### config.mk
export PLATFORM = sky130hd
export DESIGN_NAME = mac_dot_sequencer_flat
export DESIGN_NICKNAME = d
export VERILOG_FILES = /design/src/rtl/mac_dot_sequencer_if.sv /design/src/rtl/mac_dot_sequencer.sv /design/src/flat_wrapper.sv
export SDC_FILE = /design/constraint.sdc
export NUM_CORES = 1
export LEC_CHECK = 0
export ABC_AREA = 1
export CAP_MARGIN = 20
export CORE_MARGIN = 4
export CORE_UTILIZATION = 55
export DETAILED_ROUTE_END_ITERATION = 10
export DONT_BUFFER_PORTS = 1
export PLACE_DENSITY = 0.79
export SLEW_MARGIN = 30
export SYNTH_ARGS = -nofsm -noshare
export SYNTH_HDL_FRONTEND = slang
export SYNTH_SLANG_ARGS = --single-unit
export TNS_END_PERCENT = 20
### constraint.sdc
create_clock -name CLK -period 1.8 [get_ports CLK]
set_input_delay 0.27 -clock CLK [delete_from_list [all_inputs] [get_ports CLK]]
set_output_delay 0.27 -clock CLK [all_outputs]
set_load 0.01 [all_outputs]
### src/rtl/mac_dot_sequencer_if.sv
// Job/stream/result handshake bundle for mac_dot_sequencer.
// master: job source + operand producer + result consumer; slave: the sequencer.
interface mac_dot_sequencer_if #(
  parameter int WIDTH_OP1 = 18,
  parameter int WIDTH_OP2 = 18,
  parameter int WIDTH_OUT = 48,
  parameter int LEN_W     = 16
) ();

  logic                 START;
  logic [LEN_W-1:0]     LEN;
  logic                 CFG_READY;

  logic                 IN_VALID;
  logic                 IN_READY;
  logic [WIDTH_OP1-1:0] IN_A;
  logic [WIDTH_OP2-1:0] IN_B;

  logic                 RES_VALID;
  logic                 RES_READY;
  logic [WIDTH_OUT-1:0] RES_DATA;

  logic                 BUSY;

  modport master (
    output START,
    output LEN,
    input  CFG_READY,
    output IN_VALID,
    input  IN_READY,
    output IN_A,
    output IN_B,
    input  RES_VALID,
    output RES_READY,
    input  RES_DATA,
    input  BUSY
  );

  modport slave (
    input  START,
    input  LEN,
    output CFG_READY,
    input  IN_VALID,
    output IN_READY,
    input  IN_A,
    input  IN_B,
    output RES_VALID,
    input  RES_READY,
    output RES_DATA,
    output BUSY
  );

endinterface

### src/rtl/mac_dot_sequencer.sv
// Dot-product job sequencer in front of a pipelined signed MAC slice.
// Ports: CLK, RSTN (sync, active-low), bus (job/operand/result handshakes),
//   MAC_EN/MAC_ACC_EN/MAC_OP1/MAC_OP2 to the MAC, MAC_OUT from it.
module mac_dot_sequencer #(
  parameter int WIDTH_OP1 = 18,
  parameter int WIDTH_OP2 = 18,
  parameter int WIDTH_OUT = 48,
  parameter int LEN_W     = 16,
  parameter int MAC_LAT   = 3
) (
  input  logic                 CLK,
  input  logic                 RSTN,
  mac_dot_sequencer_if.slave   bus,
  output logic                 MAC_EN,
  output logic                 MAC_ACC_EN,
  output logic [WIDTH_OP1-1:0] MAC_OP1,
  output logic [WIDTH_OP2-1:0] MAC_OP2,
  input  logic [WIDTH_OUT-1:0] MAC_OUT
);

  localparam int DRAIN_W = $clog2(MAC_LAT + 2);
  localparam logic [DRAIN_W-1:0] DRAIN_INIT =
    DRAIN_W'(MAC_LAT + 1);

  typedef enum logic [1:0] {
    S_IDLE,
    S_RUN,
    S_DRAIN,
    S_DONE
  } state_t;

  state_t state;
  state_t state_nxt;

  logic [LEN_W-1:0]     remaining;
  logic [DRAIN_W-1:0]   drain_cnt;
  logic [WIDTH_OUT-1:0] baseline;
  logic [WIDTH_OUT-1:0] res_data;
  logic                 res_valid;

  logic cfg_ready;
  logic in_ready;
  logic busy;

  logic start_fire;
  logic len_zero;
  logic in_fire;
  logic last_pair;
  logic drain_done;
  logic res_fire;

  assign start_fire = bus.START && cfg_ready;
  assign len_zero   = (bus.LEN == '0);
  assign in_fire    = bus.IN_VALID && in_ready;
  assign last_pair  = in_fire &&
                      (remaining == LEN_W'(1));
  assign drain_done = (state == S_DRAIN) &&
                      (drain_cnt == '0);
  assign res_fire   = (state == S_DONE) &&
                      res_valid && bus.RES_READY;

  always_ff @(posedge CLK) begin
    if (!RSTN) begin
      state <= S_IDLE;
    end else begin
      state <= state_nxt;
    end
  end

  always_comb begin
    state_nxt = state;
    unique case (state)
      S_IDLE: begin
        if (start_fire) begin
          state_nxt = len_zero ? S_DONE : S_RUN;
        end
      end
      S_RUN: begin
        if (last_pair) begin
          state_nxt = S_DRAIN;
        end
      end
      S_DRAIN: begin
        if (drain_done) begin
          state_nxt = S_DONE;
        end
      end
      S_DONE: begin
        if (res_fire) begin
          state_nxt = S_IDLE;
        end
      end
      default: state_nxt = S_IDLE;
    endcase
  end

  always_comb begin
    cfg_ready = 1'b0;
    in_ready  = 1'b0;
    busy      = 1'b1;
    unique case (state)
      S_IDLE: begin
        cfg_ready = 1'b1;
        busy      = 1'b0;
      end
      S_RUN: begin
        in_ready = 1'b1;
      end
      S_DRAIN: begin
      end
      S_DONE: begin
      end
      default: begin
      end
    endcase
  end

  // Operand path: anything other than an accepted pair feeds the MAC
  // zeros with accumulate off, so bubbles and drain cycles add nothing.
  always_ff @(posedge CLK) begin
    if (!RSTN) begin
      MAC_EN     <= 1'b0;
      MAC_ACC_EN <= 1'b0;
      MAC_OP1    <= '0;
      MAC_OP2    <= '0;
    end else begin
      MAC_EN     <= 1'b1;
      MAC_ACC_EN <= 1'b0;
      MAC_OP1    <= '0;
      MAC_OP2    <= '0;
      if (in_fire) begin
        MAC_ACC_EN <= 1'b1;
        MAC_OP1    <= bus.IN_A;
        MAC_OP2    <= bus.IN_B;
      end
    end
  end

  // The MAC cannot be cleared, so each job result is the accumulator
  // delta since acceptance; modular subtraction keeps it exact on wrap.
  always_ff @(posedge CLK) begin
    if (!RSTN) begin
      remaining <= '0;
      drain_cnt <= '0;
      baseline  <= '0;
      res_data  <= '0;
      res_valid <= 1'b0;
    end else begin
      if (start_fire) begin
        baseline  <= MAC_OUT;
        remaining <= bus.LEN;
        if (len_zero) begin
          res_data  <= '0;
          res_valid <= 1'b1;
        end
      end
      if (in_fire) begin
        remaining <= remaining - LEN_W'(1);
        if (last_pair) begin
          drain_cnt <= DRAIN_INIT;
        end
      end
      if (state == S_DRAIN) begin
        if (drain_done) begin
          res_data  <= MAC_OUT - baseline;
          res_valid <= 1'b1;
        end else begin
          drain_cnt <= drain_cnt - DRAIN_W'(1);
        end
      end
      if (res_fire) begin
        res_valid <= 1'b0;
      end
    end
  end

  assign bus.CFG_READY = cfg_ready;
  assign bus.IN_READY  = in_ready;
  assign bus.BUSY      = busy;
  assign bus.RES_VALID = res_valid;
  assign bus.RES_DATA  = res_data;

endmodule

### src/flat_wrapper.sv
// flat-port wrapper written by rule: the top's interface ports become plain ports
module mac_dot_sequencer_flat 
#(
  parameter int WIDTH_OP1 = 18,
  parameter int WIDTH_OP2 = 18,
  parameter int WIDTH_OUT = 48,
  parameter int LEN_W     = 16,
  parameter int MAC_LAT   = 3
)
  (CLK, RSTN, MAC_EN, MAC_ACC_EN, MAC_OP1, MAC_OP2, MAC_OUT, bus_START, bus_LEN, bus_CFG_READY, bus_IN_VALID, bus_IN_READY, bus_IN_A, bus_IN_B, bus_RES_VALID, bus_RES_READY, bus_RES_DATA, bus_BUSY);
  mac_dot_sequencer_if #(.WIDTH_OP1(WIDTH_OP1), .WIDTH_OP2(WIDTH_OP2), .WIDTH_OUT(WIDTH_OUT), .LEN_W(LEN_W)) bus_i ();
  input  logic CLK;
  input  logic RSTN;
  output logic MAC_EN;
  output logic MAC_ACC_EN;
  output logic [WIDTH_OP1-1:0] MAC_OP1;
  output logic [WIDTH_OP2-1:0] MAC_OP2;
  input  logic [WIDTH_OUT-1:0] MAC_OUT;
  input wire logic [$bits(bus_i.START)-1:0] bus_START;
  input wire logic [$bits(bus_i.LEN)-1:0] bus_LEN;
  output wire logic [$bits(bus_i.CFG_READY)-1:0] bus_CFG_READY;
  input wire logic [$bits(bus_i.IN_VALID)-1:0] bus_IN_VALID;
  output wire logic [$bits(bus_i.IN_READY)-1:0] bus_IN_READY;
  input wire logic [$bits(bus_i.IN_A)-1:0] bus_IN_A;
  input wire logic [$bits(bus_i.IN_B)-1:0] bus_IN_B;
  output wire logic [$bits(bus_i.RES_VALID)-1:0] bus_RES_VALID;
  input wire logic [$bits(bus_i.RES_READY)-1:0] bus_RES_READY;
  output wire logic [$bits(bus_i.RES_DATA)-1:0] bus_RES_DATA;
  output wire logic [$bits(bus_i.BUSY)-1:0] bus_BUSY;
  assign bus_i.START = bus_START;
  assign bus_i.LEN = bus_LEN;
  assign bus_CFG_READY = bus_i.CFG_READY;
  assign bus_i.IN_VALID = bus_IN_VALID;
  assign bus_IN_READY = bus_i.IN_READY;
  assign bus_i.IN_A = bus_IN_A;
  assign bus_i.IN_B = bus_IN_B;
  assign bus_RES_VALID = bus_i.RES_VALID;
  assign bus_i.RES_READY = bus_RES_READY;
  assign bus_RES_DATA = bus_i.RES_DATA;
  assign bus_BUSY = bus_i.BUSY;
  mac_dot_sequencer #(.WIDTH_OP1(WIDTH_OP1), .WIDTH_OP2(WIDTH_OP2), .WIDTH_OUT(WIDTH_OUT), .LEN_W(LEN_W), .MAC_LAT(MAC_LAT)) u_core (.CLK(CLK), .RSTN(RSTN), .bus(bus_i), .MAC_EN(MAC_EN), .MAC_ACC_EN(MAC_ACC_EN), .MAC_OP1(MAC_OP1), .MAC_OP2(MAC_OP2), .MAC_OUT(MAC_OUT));
endmodule
==> results.tsv, run 1 <==
stage	metric	value	unit
job	max_cap viols	0	
floorplanning	Die Span Y	145	um
logic_synthesis	largest family of logic cells by synthesized area	simple AND/OR/NAND/NOR gates	
routing	DRT Pass-1 Iters	6	
placement	routability cong.	0.982	
floorplanning	effective utilization at floorplan	56.8	%
routing	antenna viol nets, final	0	
routing	drt total wl	35.8	mm
logic_synthesis	post-synthesis mux area share	0	%
global_routing	vias in the first global route	11100	
global_routing	largest net degree at the start of global routing	52	
logic_synthesis	cell area after synthesis	0.0103	sq mm
power	Sw Ratio	45.5	%
clock_tree	TritonCTS buffer count	17	
timing	setup ws final	-140	ps
logic_synthesis	top-area cell type share of the netlist area	30.2	%
clock_tree	TritonCTS Sinks	156	
global_routing	first-pass GRT wire length	54.6	mm
worst_setup_path	CP Max Fanout	4	
worst_setup_path	CP arrival	2260	ps
worst_setup_path	reg2reg end	u_core.bus.RES_DATA[13]	
placement	I/O Buffers	0	
timing	max frequency	515	MHz
power	Flop pwr share	26.0	%
logic_synthesis	Synth area leaders	dfxtp_1, nand2_1, inv_1	
final_layout	Layout Area Growth over Synthesis	36.0	%
timing	RSZ-0062 raised after global routing	yes	
power	combinational power share	55.1	%
floorplanning	die area	0.0210	sq mm
global_routing	grt met1 use	35.8	%
clock_tree	worst-case clock buffer depth	2	
status	failing checks	setup timing	
worst_setup_path	FF-to-FF setup slack	-140	ps
power	internal power	10500	uW
clock_tree	htree depth	4	
logic_synthesis	post-synthesis compound-gate area fraction	12.6	%
clock_tree	clock root cell	clkbuf_16	
logic_synthesis	YS warnings	0	
floorplanning	Row Count	49	
logic_synthesis	Syn Inst Count	1708	
logic_synthesis	Top FF cell, synth	dfxtp_1	
timing	fin crit share	108	%
global_routing	initial antenna violation count	1	
logic_synthesis	number of synthesized flops with an enable pin	0	
hold_path	Hold Startpoint	RSTN	
power	Clk network pwr share	18.9	%
floorplanning	DIE WIDTH	145	um
clock_tree	CTS tree	built	
routing	vias per std cell	5.45	
routing	via count	11600	
logic_synthesis	Post-Syn Area per Cell	6.05	sq um
routing	drt wl/cell	16.9	um
logic_synthesis	Synth Area in XOR/XNOR	1.53	%
power	sw power	8790	uW
final_layout	Final nets	2039	
routing	DR iter-0 viols	926	
routing	drt drc	0	
logic_synthesis	post-synthesis adder-cell area fraction	6.85	%
worst_setup_path	Crit path required time	2120	ps
logic_synthesis	Synth top cells by count	nand2_1, inv_1, dfxtp_1	
logic_synthesis	post-synthesis async set-or-reset flop share	0	%
logic_synthesis	Syn Nets	1869	
hold_path	hold depth	2	
power	Power Density	1380	mW/mm^2
global_routing	All-Layer GR Usage	31.7	%
logic_synthesis	most frequent cell after synthesis	nand2_1	
timing	Worst Tran Pin Value	469	ps
placement	pre-CTS worst setup slack	-266	ps
logic_synthesis	sequential area share after synthesis	30.2	%
timing	Setup Skew	13.7	ps
final_layout	FILL cells	1301	
global_routing	GR Util met2	56.2	%
worst_setup_path	startpoint type of the worst setup path	register	
logic_synthesis	largest area contributor in the netlist	dfxtp_1	
worst_setup_path	Worst R2R Path Depth	12	
timing	Slew HR	68.7	%
placement	HPWL Detailed	23.9	mm
power	Max VDD drop	0.000775	V
status	status	complete, but fails checks	
clock_tree	clk_lat worst skew	440	ps
hold_path	Min-Delay Path Class	primary input to register	
clock_tree	clock-pin slew on the worst setup and hold paths	70	ps
floorplanning	CORE AREA	0.0182	sq mm
global_routing	most used routing layer	met2	
timing	Hold Fails Final Rpt	0	
timing	final setup fails	34	
final_layout	fin util	77.2	%
timing	Final Max Tran Viols	0	
global_routing	grt total ovfl	0	
logic_synthesis	Seq cells post-synth	156	
global_routing	met3 Use GR	7.17	%
logic_synthesis	Unique masters post-synth	44	
logic_synthesis	simple-gate portion of the synthesized area	33.2	%
hold_path	Worst Hold Endpoint	u_core.drain_cnt[2]	
power	Leakage Power	0.00695	uW
worst_setup_path	Crit Path Category	register to register	
timing	fin crit period	1940	ps
worst_setup_path	Worst setup EP type	register	
floorplanning	I/O Pins	195	
worst_setup_path	worst r2r src	u_core.baseline[6]	
final_layout	share of layout cells above drive strength 1	27.3	%
## power by group through the flow
| stage | Sequential, uW | Clock (uW) | Combinational [uW] |
|---|---|---|---|
| finish | 5030 | 3650 | 10700 |
| global route | 5110 | 3820 | 11600 |
| CTS | 5010 | 3670 | 9460 |
| floorplan | 4880 | 0 | 5590 |
| detailed placement | 5070 | 0 | 8460 |
| global placement | 5050 | 0 | 8290 |
## cells by family (layout without fill, tap and decap cells)
logic type	after synthesis	count (layout)
other	0	1
AO/OA/AOI/OAI	246	246
adder cells (fa/ha/maj)	56	56
flip-flops	156	156
XOR/XNOR	18	18
AND/OR/NAND/NOR	806	806
buffers and inverters	426	609
## flip-flops by register name, summed over array words and instances, names as in the netlist
name                  flops
u_core.MAC_ACC_EN         1
u_core.MAC_EN             1
u_core.MAC_OP1           18
u_core.MAC_OP2           18
u_core.baseline          48
u_core.bus.RES_DATA      48
u_core.bus.RES_VALID      1
u_core.drain_cnt          3
u_core.remaining         16
u_core.state              2
## stage by stage
step	cells	total power [uW]	cell area, sq um	setup TNS (ps)	hold slack [ps]
4_1_cts	2106	18100	13400	-1200	5.27
3_5_place_dp	2032	13500	11600	-4800	300
3_3_place_gp	2032	13300	11600	-3680	300
2_1_floorplan	1708	10500	10300	0	298
5_1_grt	2120	20500	14000	-5890	8.24
6_report	2121	19300	14100	-1890	22.3
## critical path, stage by stage, from the launching register on
cell	delay [ps]
dfxtp_1	300
inv_1	100
ha_4	230
nand2_1	70
nand2_1	110
nand2_1	90
nand2_1	100
a21oi_2	200
nand2_4	120
buf_4	160
xor2_1	140
o21ai_0	140
inv_1	70
## cell type report
cell class / instances / area (sq um) / share of cell area (%)
multi-input combinational: 1126 / 6970 / 49.6
tap: 229 / 287 / 2.04
inverter: 383 / 1440 / 10.2
clock buffer: 17 / 425 / 3.03
antenna: 1 / 2.50 / 0.0178
sequential: 156 / 3130 / 22.3
timing repair buffer: 194 / 1650 / 11.7
clock inverter: 15 / 151 / 1.08
## worst max-delay path by stage
stage	startpoint	to	slack, ps	cells after the start
5_1_grt	u_core.baseline[42]	u_core.bus.RES_DATA[46]	-220	14
4_1_cts	u_core.baseline[0]	u_core.bus.RES_DATA[32]	-120	15
6_report	u_core.baseline[6]	u_core.bus.RES_DATA[13]	-140	12
3_5_place_dp	MAC_OUT[0]	u_core.bus.RES_DATA[24]	-270	15
2_1_floorplan	MAC_OUT[0]	u_core.bus.RES_DATA[32]	20	16
3_3_place_gp	u_core.baseline[15]	u_core.bus.RES_DATA[36]	-190	13
## layout by cell type, fill, tap and decap left out, types with 3 or more instances in the layout
master,n
nor3_1,3
nor2_1,95
a21oi_2,21
buf_12,7
a31oi_1,9
nand3_2,18
inv_6,6
nand3_1,73
dlygate4sd3_1,39
dfxtp_2,5
clkbuf_16,17
ha_4,43
inv_1,326
o22ai_1,3
inv_2,56
o21ai_1,6
buf_4,146
a21oi_1,119
nor3_2,4
nand2_1,413
a21o_1,6
nor2_2,32
nor2_4,37
ha_1,12
nand3b_1,4
nand3_4,5
nand4_1,16
nor4_1,3
xor2_1,15
nand2_4,22
or2_2,4
dfxtp_1,151
clkinv_4,3
o21ai_0,67
nand2_2,72
## layer usage
layer,part of all wire (%),vias to the layer above
li1,-,5566
met1,38,5298
met2,49,548
met3,7.4,138
met4,5.1,0
met5,0,-
## what timing repair did
action | in CTS | in global routing
buffers inserted | 2 | 14
hold buffers | 40 | 0
endpoints found under the hold margin | 89 | 0
pin swaps | 16 | 46
gates resized for setup | 132 | 181
endpoints found under the setup margin | 43 | 64
Power figures use the tool's default switching activity.
==> run 2: changes to the inputs <==
Settings changed: PLACE_DENSITY 0.79 to 0.76.
Clock period 1.8 ns to 2.3 ns, I/O delays scaled along.
==> results.tsv, run 2 (synthesized netlist as in run 1, its figures left out) <==
stage	metric	value	unit
hold_path	hold depth	2	
worst_setup_path	Worst setup EP type	register	
clock_tree	clock-pin slew on the worst setup and hold paths	70	ps
worst_setup_path	Crit Path Category	register to register	
final_layout	Layout Area Growth over Synthesis	9.43	%
power	Power Density	1130	mW/mm^2
global_routing	largest net degree at the start of global routing	58	
timing	final setup fails	0	
routing	drt wl/cell	15.3	um
routing	DRT Pass-1 Iters	5	
final_layout	Finished Layout Cells	1953	
placement	I/O Buffers	0	
power	Max VDD drop	0.000651	V
worst_setup_path	CP Buf/Inv Count	2	
job	max_cap viols	0	
worst_setup_path	Worst R2R Path Depth	15	
routing	DR iter-0 viols	760	
global_routing	All-Layer GR Usage	27.4	%
hold_path	Min-Delay Path Class	primary input to register	
clock_tree	clk_lat worst skew	440	ps
power	Leakage Power	0.00597	uW
timing	Setup Skew	10.7	ps
floorplanning	effective utilization at floorplan	56.8	%
final_layout	share of layout cells above drive strength 1	8.47	%
routing	vias per std cell	5.24	
worst_setup_path	reg2reg end	u_core.bus.RES_DATA[40]	
timing	Slew HR	62.2	%
worst_setup_path	CP Cell Sequence	ha_1, inv_1, fa_1, nand3_1, nand3_1, nand2_1, nand2_1, nand2_1, nand3_2, nand2_1, nand2_1, nand2_1, nand3_1, nand2_1, inv_1	
clock_tree	htree depth	4	
timing	RSZ-0062 raised after global routing	no	
floorplanning	die area	0.0210	sq mm
clock_tree	worst-case clock buffer depth	2	
final_layout	n_diodes	0	
global_routing	vias in the first global route	9549	
worst_setup_path	CP arrival	2490	ps
status	status	finished, final reports clean	
placement	pre-CTS worst setup slack	78.3	ps
worst_setup_path	crit path max-delay cell type	fa_1	
worst_setup_path	Worst path max stage delay	380	ps
hold_path	Worst Hold Endpoint	u_core.MAC_OP2[3]	
timing	total negative slack	0	ps
placement	routability cong.	0.938	
worst_setup_path	CP Max Fanout	4	
clock_tree	CTS tree	built	
global_routing	first-pass GRT wire length	47.3	mm
floorplanning	Row Count	49	
clock_tree	clock root cell	clkbuf_16	
hold_path	Hold Startpoint	bus_IN_B[3]	
global_routing	initial antenna violation count	0	
routing	via count	10200	
worst_setup_path	FF-to-FF setup slack	150	ps
floorplanning	Die Span Y	145	um
timing	fin crit share	93.6	%
floorplanning	I/O Pins	195	
timing	fin crit period	2150	ps
clock_tree	TritonCTS Sinks	156	
worst_setup_path	Crit path required time	2640	ps
timing	Fin Hold WS	9.30	ps
timing	Final Max Tran Viols	0	
timing	Worst Tran Pin Value	566	ps
final_layout	Final nets	1872	
routing	drt drc	0	
worst_setup_path	Setup crit start	u_core.baseline[0]	
clock_tree	TritonCTS buffer count	17	
worst_setup_path	startpoint type of the worst setup path	register	
worst_setup_path	largest delay contributor family on the critical path	simple AND/OR/NAND/NOR gates	
worst_setup_path	worst r2r src	u_core.baseline[0]	
routing	antenna viol nets, final	0	
placement	Cells after DPL	1915	
timing	Hold Fails Final Rpt	0	
final_layout	most frequent cells in the layout	nand2_1, inv_1, dfxtp_1, a21oi_1, nor2_1	
worst_setup_path	most used cell along the critical path	nand2_1	
timing	setup ws final	148	ps
placement	HPWL Detailed	22.9	mm
routing	drt total wl	29.8	mm
global_routing	grt total ovfl	0	
floorplanning	DIE WIDTH	145	um
timing	max frequency	465	MHz
final_layout	leading cell type in the layout, fill and taps excluded	nand2_1	
floorplanning	CORE AREA	0.0182	sq mm
## run 2: cell types whose count changed in the layout (fill, tap and decap cells not counted), moves of 32 or more
cell | before | now
nand2_1 | 413 | 495
nor2_4 | 37 | 5
ha_4 | 43 | 0
buf_4 | 146 | 19
nand2_2 | 72 | 13
dlygate4sd3_1 | 39 | 6
ha_1 | 12 | 54
## run 2: layer usage
| layer | vias to the layer above | global-route usage, % | part of all wire (%) | wire (um) |
|---|---|---|---|---|
| li1 | 5216 | - | - | - |
| met1 | 4594 | 33.5 | 43 | 12700 |
| met2 | 372 | 47.3 | 47 | 14000 |
| met3 | 55 | 6.27 | 7.3 | 2190 |
| met4 | 0 | 10.1 | 2.9 | 864 |
| met5 | - | 0 | 0 | 0 |
## run 2: how the worst max path moves through the flow
stage               cells past startpoint                 endpoint  slack [ps]
detailed placement                     16  u_core.bus.RES_DATA[40]          80
CTS                                    15  u_core.bus.RES_DATA[40]         180
global route                           17  u_core.bus.RES_DATA[40]           1
finish                                 15  u_core.bus.RES_DATA[40]         150
floorplan                              16  u_core.bus.RES_DATA[32]         340
global placement                       16  u_core.bus.RES_DATA[32]         140
## run 2: layout make-up
cell class	count	area, sq um
clock buffers	20	457
clock inverters	12	150
multi-input cells	1126	5610
fillers	1808	6900
well taps	229	287
repair buffers	27	243
flip-flops and latches	156	3120
inverters	383	1440
## run 2: where the power goes
part | leakage (uW) | internal, uW | switching, uW | total (uW)
logic | 0.00440 | 1980 | 3930 | 5910
registers | 0.00128 | 3360 | 557 | 3910
clock network | 0.000292 | 1690 | 1290 | 2990
## run 2: repair_timing
action,4_1_cts,5_1_grt
setup buffers,0,0
hold endpoints to repair,1,5
hold buffers,1,5
resized for setup,0,2
setup endpoints to repair,0,2
## run 2: per-stage QoR
step	instance area (sq um)	util (%)	total power, uW
after floorplan	10300	-	8190
after global placement	10600	58.4	9640
after detailed placement	10600	58.4	9750
after CTS	11300	61.8	12800
after global routing	11300	62.1	13800
final	11300	62.1	12800
==> run 3: changes to the inputs <==
Settings changed: CTS_CLUSTER_DIAMETER set to 120.
==> results of run 3 <==
No change in the layout: final DEF, timing and power equal those of run 2.
